## src/rtl/robot_controller.sv

```systemverilog
// Wall-following trash-collecting robot controller: left-hand wall follower with
// multi-cycle right-rotation and trash-removal sequences and a spin watchdog.
module robot_controller #(
  parameter int REMOVE_CYCLES = 3,
  parameter int SPIN_LIMIT    = 4
) (
  input  logic clock,
  input  logic reset,
  input  logic head,
  input  logic left,
  input  logic under,
  input  logic barrier,
  output logic front,
  output logic turn,
  output logic remove
);

  localparam int              SW       = $clog2(SPIN_LIMIT + 1);
  localparam logic [1:0]      REM_INIT = 2'(REMOVE_CYCLES - 1);
  localparam logic [1:0]      ROT_INIT = 2'd2;
  localparam logic [SW-1:0]   SPIN_MAX = SW'(SPIN_LIMIT);
  localparam logic [SW-1:0]   SPIN_ONE = SW'(1);

  typedef enum logic [2:0] {
    SEARCH,
    FOLLOW,
    FWD_AFTER_LEFT,
    ROT_RIGHT,
    REMOVE,
    REMOVE_WAIT,
    STOP
  } state_e;

  state_e          state_q, state_d, rule;
  logic [1:0]      rem_cnt_q, rem_cnt_d;
  logic [1:0]      rot_cnt_q, rot_cnt_d;
  logic [SW-1:0]   spin_q, spin_d;
  logic            front_q, front_d;
  logic            turn_q, turn_d;
  logic            remove_q, remove_d;
  logic            decide;

  always_comb begin
    state_d   = state_q;
    rem_cnt_d = rem_cnt_q;
    rot_cnt_d = rot_cnt_q;
    spin_d    = spin_q;
    front_d   = 1'b0;
    turn_d    = 1'b0;
    remove_d  = 1'b0;
    decide    = 1'b0;
    rule      = state_q;

    // Sequencing states either continue their scripted outputs or fall
    // through to a FOLLOW decision on their final edge.
    case (state_q)
      SEARCH, FOLLOW, FWD_AFTER_LEFT: decide = 1'b1;
      ROT_RIGHT: begin
        if (rot_cnt_q != 2'd0) begin
          turn_d    = 1'b1;
          rot_cnt_d = rot_cnt_q - 2'd1;
        end else begin
          decide = 1'b1;
          rule   = FOLLOW;
        end
      end
      REMOVE: begin
        if (rem_cnt_q != 2'd0) begin
          remove_d  = 1'b1;
          rem_cnt_d = rem_cnt_q - 2'd1;
        end else begin
          state_d = REMOVE_WAIT;
        end
      end
      REMOVE_WAIT: begin
        decide = 1'b1;
        rule   = FOLLOW;
      end
      default: ;
    endcase

    if (decide) begin
      if (under) begin
        state_d = STOP;
      end else if (barrier) begin
        state_d   = REMOVE;
        remove_d  = 1'b1;
        rem_cnt_d = REM_INIT;
      end else begin
        case (rule)
          SEARCH: begin
            if (!head && !left) front_d = 1'b1;
            else                state_d = FOLLOW;
          end
          FWD_AFTER_LEFT: begin
            front_d = !head;
            state_d = FOLLOW;
          end
          default: begin
            if (!left) begin
              turn_d  = 1'b1;
              state_d = FWD_AFTER_LEFT;
            end else if (!head) begin
              front_d = 1'b1;
              state_d = FOLLOW;
            end else if (spin_q == SPIN_MAX) begin
              state_d = STOP;
            end else begin
              // 270-degree left rotation stands in for a right turn
              turn_d    = 1'b1;
              rot_cnt_d = ROT_INIT;
              spin_d    = spin_q + SPIN_ONE;
              state_d   = ROT_RIGHT;
            end
          end
        endcase
      end
    end

    if (front_d) spin_d = '0;
  end

  always_ff @(posedge clock) begin
    if (!reset) begin
      state_q   <= SEARCH;
      rem_cnt_q <= '0;
      rot_cnt_q <= '0;
      spin_q    <= '0;
      front_q   <= 1'b0;
      turn_q    <= 1'b0;
      remove_q  <= 1'b0;
    end else begin
      state_q   <= state_d;
      rem_cnt_q <= rem_cnt_d;
      rot_cnt_q <= rot_cnt_d;
      spin_q    <= spin_d;
      front_q   <= front_d;
      turn_q    <= turn_d;
      remove_q  <= remove_d;
    end
  end

  assign front  = front_q;
  assign turn   = turn_q;
  assign remove = remove_q;

endmodule

```

## config.mk

```make
export PLATFORM = sky130hd
export DESIGN_NAME = robot_controller
export DESIGN_NICKNAME = d
export VERILOG_FILES = /design/src/rtl/robot_controller.sv
export SDC_FILE = /design/constraint.sdc
export NUM_CORES = 1
export LEC_CHECK = 0
export CAP_MARGIN = 20
export CORE_AREA = 2 2 39 41
export DETAILED_ROUTE_END_ITERATION = 8
export DIE_AREA = 0 0 41 43
export PLACE_DENSITY = 0.81
export SYNTH_ARGS = -nofsm -noshare
export SYNTH_HDL_FRONTEND = slang
export SYNTH_SLANG_ARGS = --single-unit
```

## constraint.sdc

```tcl
create_clock -name clock -period 3.25 [get_ports clock]
set_input_delay 0.65 -clock clock [delete_from_list [all_inputs] [get_ports clock]]
set_output_delay 0.65 -clock clock [all_outputs]
set_load 0.02 [all_outputs]
```

=== Word level (Yosys, flattened, before mapping) ===
Index checks and enable logic that the tools add are counted.
Widths: inputs -> output; s select.

* Register bits after elaboration: 13
* Latch bits: 0
* Memory bits (writable): 0
* Memory bits (read-only): 0
* Bits of input ports: 6
* Memories: 0

* Add/sub/neg operators: 3
* Multiply operators: 0
* Div/mod/pow operators: 0
* $lt $le $gt $ge: 0
* Equal/unequal tests: 7
* Shifts and indexed selects: 0
* Muxes and demuxes: 49
* Bitwise gates (word level): 5
* Reductions and logical operators: 11

{| class="wikitable"
|+ Operators with widths
! operator !! number
|-
| $mux 3 || 10
|-
| $mux 2 || 14
|-
| $mux 1 || 21
|-
| $pmux 3 s2 || 2
|-
| $eq 3x2->1 const B || 3
|-
| $eq 3x3->1 const B || 3
|-
| $reduce_and 7->1 || 1
|-
| $logic_not 3->1 || 2
|-
| $not 1->1 || 5
|-
| $pmux 1 s2 || 2
|-
| $reduce_bool 2->1 || 2
|-
| $reduce_or 2->1 || 2
|-
| $reduce_or 4->1 || 1
|-
| $sub 2x1->2 const B || 2
|-
| $add 3x1->3 const B || 1
|-
| $eq 3x1->1 const B || 1
|-
| $logic_not 1->1 || 2
|-
| $logic_and 1x1->1 || 1
|}

=== Longest topological paths before layout ===
* Depth in word-level cells: 10
* Depth in mapped cells: 6
* Depth with buffers taken out: 6

=== Worst setup path before layout ===
Ideal clock, no wire load.

* Kind: input -> register
* Start point: input barrier
* End point: register spin_q[2]
* Arrival time: 1.474 ns
* Data required time: 3.180 ns
* Path slack: 1.706 ns
* Stages on the path: 4
* Buffers on the path: 0
* Cells stage by stage: nor2_1 o21ai_2 or4_1 a21oi_1

* Word-level cells in the longest chain between the ends: 4
* Elaborated cells between the ends (all ways): 6

{| class="wikitable"
|+ Ends and longest elaborated chain
! what !! line !! text
|-
| start: declaration || 12 || <nowiki>input logic barrier,</nowiki>
|-
| $mux 1 || 85 || <nowiki>end else if (barrier) begin</nowiki>
|-
| $mux 1 || 83 || <nowiki>if (under) begin</nowiki>
|-
| $mux 1 || 82 || <nowiki>if (decide) begin</nowiki>
|-
| $reduce_or 2->1 (no line) || -- ||
|-
| end signal: assignment || 136 || <nowiki>spin_q <= spin_d;</nowiki>
|-
| end: declaration || 37 || <nowiki>logic [SW-1:0] spin_q, spin_d;</nowiki>
|}

Parallel ways exist; a longest one is shown, timed or not.
A chain may end at the register's enable or synchronous reset.

=== Final worst setup path ===
* Start point: input head
* End point: register spin_q[2]

* Word-level cells in the longest chain between the ends: 8
* Elaborated cells between the ends (all ways): 11

{| class="wikitable"
|+ Ends and longest elaborated chain
! what !! line !! text
|-
| start: declaration || 9 || <nowiki>input logic head,</nowiki>
|-
| $logic_not 1->1 || -- ||
|-
| $logic_and 1x1->1 || 92 || <nowiki>if (!head && !left) front_d = 1'b1;</nowiki>
|-
| $mux 1 || 92 ||
|-
| $pmux 1 s2 || 90 || <nowiki>case (rule)</nowiki>
|-
| $mux 1 || 85 ||
|-
| $mux 1 || 83 ||
|-
| $mux 1 || 82 ||
|-
| $reduce_or 2->1 (no line) || -- ||
|}

Parallel ways exist; a longest one is shown, timed or not.

==> impl_results.md <==
- Pwr Total: 0.000328 W
- WL per Instance: 13.2 microns
- Bufs on Longest Clock Path: 2
- Final hold violation count: 0
- Placed Instance Area: 779 sq um
- Setup_tns: 0 ps
- Number of global-route vias before repair: 547
- Synth top area cells: dfxtp_1 37%, a21oi_1 9.3%, nor3b_1 5.4%
- H-tree depth: 1
- Final setup vio count: 0
- EDFF count, synth: 0
- HPWL Detailed: 1120 microns
- Async S/R FF share, synth: 0%
- Global-route wire length before repair: 2260 microns
- Highest clock rate: 0.531 GHz
- Layout cells sized above 1: 6.52%
- Routed WL: 1430 microns
- Final Cell Area: 806 sq um
- Busiest grt layer: met2
- Synth warn: 0
- Initial Utilization: 50.5%
- Met1 Use GR: 22.1%
- Critical path required time: 3460 ps
- Unrepaired setup endpoints after global routing: no
- Pin count of the biggest net entering global routing: 11
- Tightest Pin Transition: 407 ps
- IR drop worst, VDD: 0.217 mV
- Clock-pin slew on the worst setup and hold paths: 80 ps
- Total GRT Usage: 18.9%
- Synth Flop Type: dfxtp_1
- Max-Cap Viols: 0
- Vias per cell: 5.78
- Postcts setup bufs: 0
- Drt pass-1 iters: 4
- Seq/Total Area, Yosys: 37.3%
- Hold_buf cts: 0
- Flops & latches, synth: 13
- Worst EP arrival: 2090 ps
- Clk sinks: 13
- Hold Crit Class: flip-flop to flip-flop
- Syn Area/Cell: 8.51 sq um
- Synthesized netlist cell count: 82
- CTS Buf Count: 3
- Finished Core Util: 58.2%
- Area Overhead vs Synth: 15.4%
- Post-route ant nets: 0
- # IOs: 9
- Power Density: 407 nW/um^2
- Drt initial violations: 15
- Grt ovf: 0
- Status: complete, no violations
- Synth cell count leaders: 13 x a21oi_1, 13 x dfxtp_1, 7 x o21ai_0, 6 x inv_1
- Initial antenna violation count: 0
- Kind of critical path: input pin to flip-flop
- Startpoint types: input pin
- Final setup skew: 3.19 ps
- Yosys top cell area share: 37.3%
- Core Rows: 14
- Final routed DRC violation total: 0
- Final #Nets: 101
- Number of placed cells counting well taps: 104
- Core area: 1380 sq um
- Die span in y: 43 microns
- GR met2 Demand/Resource: 30.9%
- Synthesized net count: 90
- CP Capture Type: flip-flop
- Slew Viols, Final: 0
- Slew Limit Headroom: 72.7%
- Final Wtd Congestion: 0.787
- Die Width: 41 microns
- Post-cts resize count: 0
- Die area: 1760 sq um
- Crit share post-route: 57.9%
- Mapped cell area: 698 sq um
- I/O Buffers: 8
- Clk_lat worst skew: 270 ps
- ANT cells: 0
- Crit path max fanout: 7
- Vias: 624
- Most area-hungry cell type in the Yosys netlist: dfxtp_1
- CTS tree: done
- Clock root cell: clkbuf_4
- Cell variety after synth: 31
- Leakage: 0.278 nW
- Global Route met3 Usage: 6.28%
- Non-Filler Instances: 108
- Min Tclk post-route: 1880 ps
==> cell type report <==
type / count / area, sq um
fill: 139 / 578
clock buffer: 4 / 26.3
timing repair buffer: 8 / 80.1
multi-input combinational: 61 / 397
sequential: 13 / 260
tap: 16 / 20.0
inverter: 6 / 22.5
==> through the flow <==
stage	worst slack [ps]	hold slack, ps
detailed placement	1100	492
finish	1370	500
global route	1290	548
floorplan	1710	467
CTS	1370	504
global placement	1110	484
==> power breakdown <==
| group | internal, W | switching [W] | leakage, nW |
|---|---|---|---|
| combinational | 0.0000260 | 0.0000284 | 0.157 |
| clock | 0.0000474 | 0.0000491 | 0.0150 |
| sequential | 0.000166 | 0.0000109 | 0.106 |
| total | 0.000239 | 0.0000884 | 0.278 |
==> path summary, 6_finish.rpt <==
kind              start   endpoint  slack, ps  cells after the start
max                head  spin_q[2]       1370                      4
min           spin_q[0]  spin_q[0]        500                      2
max reg2reg  state_q[0]  spin_q[2]       1640                      4
min reg2reg   spin_q[0]  spin_q[0]        500                      2
==> cells by family after synthesis <==
kind of cell | after synthesis | share of synthesized area (%)
AOI/OAI and AO/OA | 31 | 26.5
adders and majority gates | 2 | 3.58
buffers and inverters | 8 | 5.91
DFF | 13 | 37.3
muxes | 1 | 1.97
and+or+nand+nor | 27 | 24.7
==> layer usage <==
metal / wire length [microns] / share of wire (%) / vias to the layer above
li1: - / - / 327
met3: 23 / 1.6 / 0
met4: 0 / 0 / 0
met1: 666 / 47 / 293
met2: 735 / 52 / 4
met5: 0 / 0 / -
==> sequential cells by signal, indices dropped and copies added (netlist names) <==
name / flops
remove: 1
turn: 1
spin_q: 3
front: 1
rem_cnt_q: 2
rot_cnt_q: 2
state_q: 3
==> cells in the final DEF, fill, tap and decap left out <==
master           instances
a21oi_1                 13
a31oi_1                  1
clkbuf_1                 1
clkbuf_4                 3
clkdlybuf4s50_1          8
dfxtp_1                 13
ha_1                     2
inv_1                    6
mux2i_2                  1
nand2_1                  2
nand2b_1                 1
nand3_1                  2
nand3b_1                 2
nor2_1                   5
nor3_1                   2
nor3_4                   1
nor3b_1                  5
nor4_1                   2
o211ai_1                 2
o21a_1                   1
o21ai_0                  7
o21ai_1                  1
o21ai_2                  1
o21bai_1                 1
o311a_1                  1
o31ai_1                  2
o32a_1                   1
or2_1                    1
or3_1                    1
or3b_1                   1
or4_1                    1
or4b_1                   1
==> critical path: stages <==
cell and delay [ps]:
clkdlybuf4s50_1 590, o211ai_1 200, or4_1 510, a21oi_1 140
(Power assumes the default switching activity.)
